==> config.mk <==
export PLATFORM = sky130hd
export DESIGN_NAME = missed_dose_log
export DESIGN_NICKNAME = d
export VERILOG_FILES = /design/src/rtl/pill_pkg.sv /design/src/rtl/log_ram.sv /design/src/rtl/missed_dose_log.sv
export SDC_FILE = /design/constraint.sdc
export NUM_CORES = 1
export LEC_CHECK = 0
export BUFFER_PORTS_ARGS = -buffer_cell sky130_fd_sc_hd__buf_2
export CAP_MARGIN = 20
export CORE_UTILIZATION = 60
export DETAILED_ROUTE_END_ITERATION = 8
export PLACE_DENSITY = 0.81
export SETUP_SLACK_MARGIN = 0.3
export SYNTH_ARGS = -nofsm -noshare
export SYNTH_HDL_FRONTEND = slang
export SYNTH_SLANG_ARGS = --single-unit
export TNS_END_PERCENT = 30
==> constraint.sdc <==
create_clock -name clk -period 4.8 [get_ports clk]
set_clock_uncertainty 0.05 [all_clocks]
set_input_delay 0.48 -clock clk [delete_from_list [all_inputs] [get_ports clk]]
set_output_delay 0.48 -clock clk [all_outputs]
set_load 0.02 [all_outputs]
==> src/rtl/pill_pkg.sv <==
// Shared definitions for the pill dispenser: missed-dose record layout, log FSM states, default log depth.
package pill_pkg;

    localparam int PILL_ID_W = 4;
    localparam int DAY_W     = 7;
    localparam int HOUR_W    = 5;
    localparam int MIN_W     = 6;
    localparam int SEC_W     = 6;

    localparam int SEC_LSB     = 0;
    localparam int MIN_LSB     = SEC_LSB + SEC_W;
    localparam int HOUR_LSB    = MIN_LSB + MIN_W;
    localparam int DAY_LSB     = HOUR_LSB + HOUR_W;
    localparam int PILL_ID_LSB = DAY_LSB + DAY_W;
    localparam int REC_W       = PILL_ID_LSB + PILL_ID_W;

    localparam int LOG_DEPTH = 16;

    typedef enum logic {
        ST_IDLE     = 1'b0,
        ST_CLEARING = 1'b1
    } log_state_e;

    function automatic logic [REC_W-1:0] pack_record(
        input logic [PILL_ID_W-1:0] pill_id,
        input logic [DAY_W-1:0]     day,
        input logic [HOUR_W-1:0]    hour,
        input logic [MIN_W-1:0]     minute,
        input logic [SEC_W-1:0]     second
    );
        return {pill_id, day, hour, minute, second};
    endfunction

endpackage

==> src/rtl/log_ram.sv <==
// Record store for the missed-dose log: one write port, one synchronous read port,
// no reset so it maps onto FPGA block RAM.
module log_ram #(
    parameter int DEPTH = 16,
    parameter int AW    = 4,
    parameter int DW    = 28
) (
    input  logic          clk,
    input  logic          we_i,
    input  logic [AW-1:0] waddr_i,
    input  logic [DW-1:0] wdata_i,
    input  logic [AW-1:0] raddr_i,
    output logic [DW-1:0] rdata_o
);

    logic [DW-1:0] mem [DEPTH];

    always_ff @(posedge clk) begin
        if (we_i) begin
            mem[waddr_i] <= wdata_i;
        end
        rdata_o <= mem[raddr_i];
    end

endmodule

==> src/rtl/missed_dose_log.sv <==
// Circular missed-dose event log with browse buttons and a DEPTH-cycle clear sweep.
// Build option: define MISSED_LOG_AUTO_NEWEST_EN to jump the view to the newest record on every write.
module missed_dose_log
    import pill_pkg::*;
#(
    parameter int DEPTH = LOG_DEPTH,
    parameter int AW    = $clog2(DEPTH),
    parameter int DW    = REC_W
) (
    input  logic          clk,
    input  logic          reset,
    input  logic          log_we,
    input  logic [DW-1:0] log_record,
    input  logic          clear,
    input  logic          btn_next,
    input  logic          btn_prev,
    output logic [DW-1:0] dataFromRAM,
    output logic          entry_valid,
    output logic [AW-1:0] view_index,
    output logic [AW:0]   entry_count,
    output logic          overflow,
    output logic          busy
);

    localparam logic [AW:0]   FULL       = (AW+1)'(DEPTH);
    localparam logic [AW-1:0] LAST_SWEEP = AW'(DEPTH - 1);

    log_state_e    state_q, state_d;
    logic [AW-1:0] wr_ptr_q, wr_ptr_d;
    logic [AW-1:0] view_q, view_d;
    logic [AW-1:0] sweep_q, sweep_d;
    logic [AW:0]   count_q, count_d;
    logic          overflow_q, overflow_d;
    logic          busy_q, busy_d;
    logic          drop_q, drop_d;
    logic          valid_pipe_q;
    logic          entry_valid_q;
    logic [DW-1:0] data_q;

    logic [AW:0]   count_inc;
    logic [AW:0]   view_inc;
    logic          ram_we;
    logic [AW-1:0] ram_waddr;
    logic [DW-1:0] ram_wdata;
    logic [AW-1:0] rd_addr;
    logic [DW-1:0] ram_rdata;

    // Age 0 is the slot just behind the write pointer; the subtraction wraps mod DEPTH.
    assign rd_addr = wr_ptr_q - 1'b1 - view_q;

    log_ram #(
        .DEPTH (DEPTH),
        .AW    (AW),
        .DW    (DW)
    ) u_ram (
        .clk     (clk),
        .we_i    (ram_we),
        .waddr_i (ram_waddr),
        .wdata_i (ram_wdata),
        .raddr_i (rd_addr),
        .rdata_o (ram_rdata)
    );

    always_comb begin
        state_d    = state_q;
        wr_ptr_d   = wr_ptr_q;
        view_d     = view_q;
        sweep_d    = sweep_q;
        count_d    = count_q;
        overflow_d = overflow_q;
        busy_d     = busy_q;
        drop_d     = drop_q;
        ram_we     = 1'b0;
        ram_waddr  = wr_ptr_q;
        ram_wdata  = log_record;
        count_inc  = (count_q == FULL) ? FULL : count_q + 1'b1;
        view_inc   = {1'b0, view_q} + 1'b1;

        case (state_q)
            ST_IDLE: begin
                if (clear) begin
                    state_d    = ST_CLEARING;
                    busy_d     = 1'b1;
                    sweep_d    = '0;
                    overflow_d = 1'b0;
                    drop_d     = 1'b0;
                end else if (log_we) begin
                    ram_we   = 1'b1;
                    wr_ptr_d = wr_ptr_q + 1'b1;
                    count_d  = count_inc;
                    if (count_q == FULL) begin
                        overflow_d = 1'b1;
                    end
`ifdef MISSED_LOG_AUTO_NEWEST_EN
                    view_d = '0;
`else
                    // Follow the displayed record as it ages; pinned at the oldest slot once full.
                    view_d = (view_inc < count_inc) ? view_q + 1'b1 : view_q;
`endif
                end else if (count_q != '0 && (btn_next ^ btn_prev)) begin
                    if (btn_next && view_inc < count_q) begin
                        view_d = view_inc[AW-1:0];
                    end else if (btn_prev && view_q != '0) begin
                        view_d = view_q - 1'b1;
                    end
                end
            end
            ST_CLEARING: begin
                ram_we    = 1'b1;
                ram_waddr = sweep_q;
                ram_wdata = '0;
                if (log_we) begin
                    drop_d = 1'b1;
                end
                if (sweep_q == LAST_SWEEP) begin
                    state_d    = ST_IDLE;
                    wr_ptr_d   = '0;
                    count_d    = '0;
                    view_d     = '0;
                    busy_d     = 1'b0;
                    overflow_d = drop_q | log_we;
                    drop_d     = 1'b0;
                end else begin
                    sweep_d = sweep_q + 1'b1;
                end
            end
            default: state_d = ST_IDLE;
        endcase
    end

    // valid_pipe_q lines the empty flag up with the RAM read latency so the forced zero tracks the data.
    always_ff @(posedge clk or posedge reset) begin
        if (reset) begin
            state_q       <= ST_IDLE;
            wr_ptr_q      <= '0;
            view_q        <= '0;
            sweep_q       <= '0;
            count_q       <= '0;
            overflow_q    <= 1'b0;
            busy_q        <= 1'b0;
            drop_q        <= 1'b0;
            valid_pipe_q  <= 1'b0;
            entry_valid_q <= 1'b0;
            data_q        <= '0;
        end else begin
            state_q       <= state_d;
            wr_ptr_q      <= wr_ptr_d;
            view_q        <= view_d;
            sweep_q       <= sweep_d;
            count_q       <= count_d;
            overflow_q    <= overflow_d;
            busy_q        <= busy_d;
            drop_q        <= drop_d;
            valid_pipe_q  <= (count_q != '0);
            entry_valid_q <= valid_pipe_q;
            data_q        <= valid_pipe_q ? ram_rdata : '0;
        end
    end

    assign dataFromRAM = data_q;
    assign entry_valid = entry_valid_q;
    assign view_index  = view_q;
    assign entry_count = count_q;
    assign overflow    = overflow_q;
    assign busy        = busy_q;

endmodule
==> qor.txt <==
Cells after synthesis = 1074
Endpoint type of the worst setup path = flop
Final setup vio count = 0
Synth Area in XOR/XNOR = 0.684%
Hold Vio Cnt, Final = 0
Num ports = 74
First-pass GRT wire length = 67.3 mm
DRC Markers = 0
Routed len/inst = 26.9 µm
Sink Count = 527
GR Overflow Total = 0
Compound-Gate Fraction of Synth Area = 3.32%
Crit-path max cell delay = 1.23 ns
# rows = 67
Diodes inserted = 0
RSZ-0062 raised after global routing = false
Area grow syn2layout = 13.9%
Die area = 34900 µm²
CTS tree = done
GRT Overall Usage = 26.2%
Drt first pass iters = 7
Crit share post-route = 75.4%
Setup TNS = 0 ns
Initial antenna violation count = 0
Max-cap viol count = 0
Fmax achieved = 276 MHz
Synthesized area per cell = 19.1 µm²
Worst hold path type = input port to asynchronous set/reset pin
Resize count post-CTS = 0
Pwr Density = 784 nW/µm²
CP delay by family, top = adder cells
Post-Route Utilization = 69.6%
Largest net degree at the start of global routing = 57
WP data required = 5.16 ns
Max VDD drop = 0.000652 V
Register area share after synthesis = 74.6%
Drt via density = 6.41
GPL Wtd Cong = 0.800
Die X = 187 µm
Slowest CP cell = fa_4
Routed Antenna Nets = 0
Min Tclk post-route = 3.62 ns
Largest family of logic cells by synthesized area = multiplexers
Detail Placement HPWL = 23.7 mm
WL final = 44.9 mm
Core outline area = 33500 µm²
Pwr Total = 18.3 mW
Worst-skew pair later-pin latency = 0.56 ns
Total CTS buffers = 51
Worst slew pin tran = 1.12 ns
Kind of critical path = flop to flop
First DRT Iteration DRCs = 1211
Starting density of the core = 61.1%
R2r setup slk = 1.18 ns
Max-slew headroom = 25.2%
Mux share of post-synthesis cell area = 12.7%
Count of different cell masters after synthesis = 52
Die H = 187 µm
Cts hold-fix bufs = 0
CP cell instances = inv_1, ha_4, fa_4, buf_4, mux4_2, and2_1, a211oi_1, a31oi_1
Root buffer cell = clkbuf_16
# port buffers = 73
Max Transition Viols Final = 0
Postcts setup bufs = 0
Post-Synth Simple-Gate Area = 5.60%
LEAKAGE = 8.21 nW
CTS Buffer Depth = 3
H-tree levels = 2
Worst-path clk slew = 0.06 ns
Status = completed
Final Net Count = 1227
Post-synthesis adder-cell area fraction = 1.14%
Max Fanout on Critical Path = 44
Synthesis warning total = 0
Vias in the first global route = 11073
Worst path buffer plus inverter count = 2
Synthesized flop and latch total = 527
Worst Path Arrival = 3.98 ns
Vias = 10676
Post-Synthesis Net Count = 1126
Ratio of cells with drive above 1 in the final layout = 27.5%
Crit start category = flop
Synthesized cell area = 20500 µm²
## Yosys cell counts (all sizes together)
cell type | n | area [µm²]
nor3b | 1 | 12.5
edfxtp | 448 | 13500
dfrtp | 51 | 1280
nand4 | 3 | 18.8
o31ai | 1 | 7.51
o221a | 1 | 11.3
and3 | 3 | 18.8
a21oi | 8 | 43.8
o211a | 1 | 10.0
nand2 | 78 | 293
o2111ai | 1 | 15.0
o21ai | 12 | 60.1
nand3 | 10 | 50.1
buf | 37 | 272
fa | 1 | 20.0
or2 | 2 | 12.5
and2 | 58 | 363
mux2 | 3 | 41.3
and4 | 3 | 26.3
a31oi | 34 | 213
clkbuf | 22 | 82.6
inv | 13 | 48.8
nor2b | 29 | 181
o22ai | 3 | 18.8
nor3 | 4 | 20.0
mux4 | 112 | 2520
mux2i | 4 | 40.0
or4b | 1 | 13.8
o32a | 2 | 20.0
xnor2 | 8 | 70.1
xor2 | 8 | 70.1
a21boi | 1 | 7.51
o221ai | 1 | 8.76
nand4bb | 1 | 11.3
nand4b | 1 | 8.76
a21o | 4 | 30.0
a211oi | 28 | 235
ha | 17 | 213
nor2 | 31 | 119
dfxtp | 28 | 561
## routing by layer
metal / vias up / global-route usage, % / share of wire [%]
li1: 4447 / - / -
met1: 5542 / 35.8 / 39
met2: 582 / 43.1 / 50
met3: 105 / 4.65 / 8.2
met4: 0 / 9.17 / 2.9
met5: - / 0 / 0
## flip-flops by register name, summed over array words and instances (netlist names), 4 cells and up
name,cells
u_ram.mem,448
dataFromRAM,28
u_ram.rdata_o,28
entry_count,5
sweep_q,4
view_index,4
wr_ptr_q,4
## cell type report
class	count	area, µm²
timing repair buffer	107	728
inverter	13	48.8
fill	2005	10200
tap	448	561
multi-input combinational	475	4980
sequential	527	15300
clock buffer	75	1480
clock inverter	21	255
## cells by family (layout without fill, tap and decap cells)
kind of cell / count (synthesis) / after routing
AOI/OAI and AO/OA: 97 / 97
adders and majority gates: 18 / 18
buffers and inverters: 72 / 216
and+or+nand+nor: 225 / 225
muxes: 119 / 119
DFF: 527 / 527
xor gates and xnor gates: 16 / 16
## worst reg2reg max path, cell delays in order, from the launching register on
cell	delay, ns
dfrtp_1	0.49
inv_1	0.14
ha_4	0.18
fa_4	1.23
buf_4	0.49
mux4_2	0.36
and2_1	0.18
a211oi_1	0.27
a31oi_1	0.08
## worst paths after layout
path,start,end,depth (start not counted)
hold / removal,reset,entry_count[1]$_DFFE_PP0P_,3
max in group asynchronous,reset,state_q$_DFF_PP0_,3
setup / recovery,view_index[0]$_DFFE_PP0P_,u_ram.rdata_o[5]$_DFF_P_,8
setup reg to reg,view_index[0]$_DFFE_PP0P_,u_ram.rdata_o[5]$_DFF_P_,8
hold reg to reg,u_ram.rdata_o[3]$_DFF_P_,dataFromRAM[3]$_DFF_PP0_,1
min in group clk,clear,sweep_q[3]$_DFFE_PP0P_,2
## stage by stage
step	worst slack, ns	cell area (µm²)	std cells	hold WS [ns]
floorplan	1.84	20500	1074	0.369
global placement	1.35	21500	1565	0.371
detailed placement	1.30	21500	1565	0.374
CTS	1.16	23200	1661	0.117
global route	1.04	23300	1666	0.146
finish	1.18	23300	1666	0.0855
## cells in the final DEF (no fill, tap or decap), drive strengths merged, types with 2 or more instances in the layout
| cell | count |
|---|---|
| a211oi | 28 |
| a21o | 4 |
| o21ai | 12 |
| nor2b | 29 |
| mux2 | 3 |
| and3 | 3 |
| nand2 | 78 |
| dfxtp | 28 |
| ha | 17 |
| clkbuf | 75 |
| o32a | 2 |
| o22ai | 3 |
| clkinv | 12 |
| xor2 | 8 |
| mux4 | 112 |
| or2 | 2 |
| nor2 | 31 |
| a31oi | 34 |
| xnor2 | 8 |
| clkinvlp | 2 |
| nor3 | 4 |
| and2 | 58 |
| a21oi | 8 |
| buf | 107 |
| mux2i | 4 |
| nand3 | 10 |
| bufinv | 5 |
| and4 | 3 |
| inv | 15 |
| nand4 | 3 |
| dfrtp | 51 |
| edfxtp | 448 |
## power breakdown
part | total, mW | switching (mW) | leakage [nW] | internal (mW)
registers | 6.88 | 0.429 | 5.08 | 6.45
clock network | 4.09 | 1.67 | 0.846 | 2.42
logic | 7.33 | 4.30 | 2.29 | 3.03
total | 18.3 | 6.40 | 8.21 | 11.9
Power figures use the tool's default switching activity.
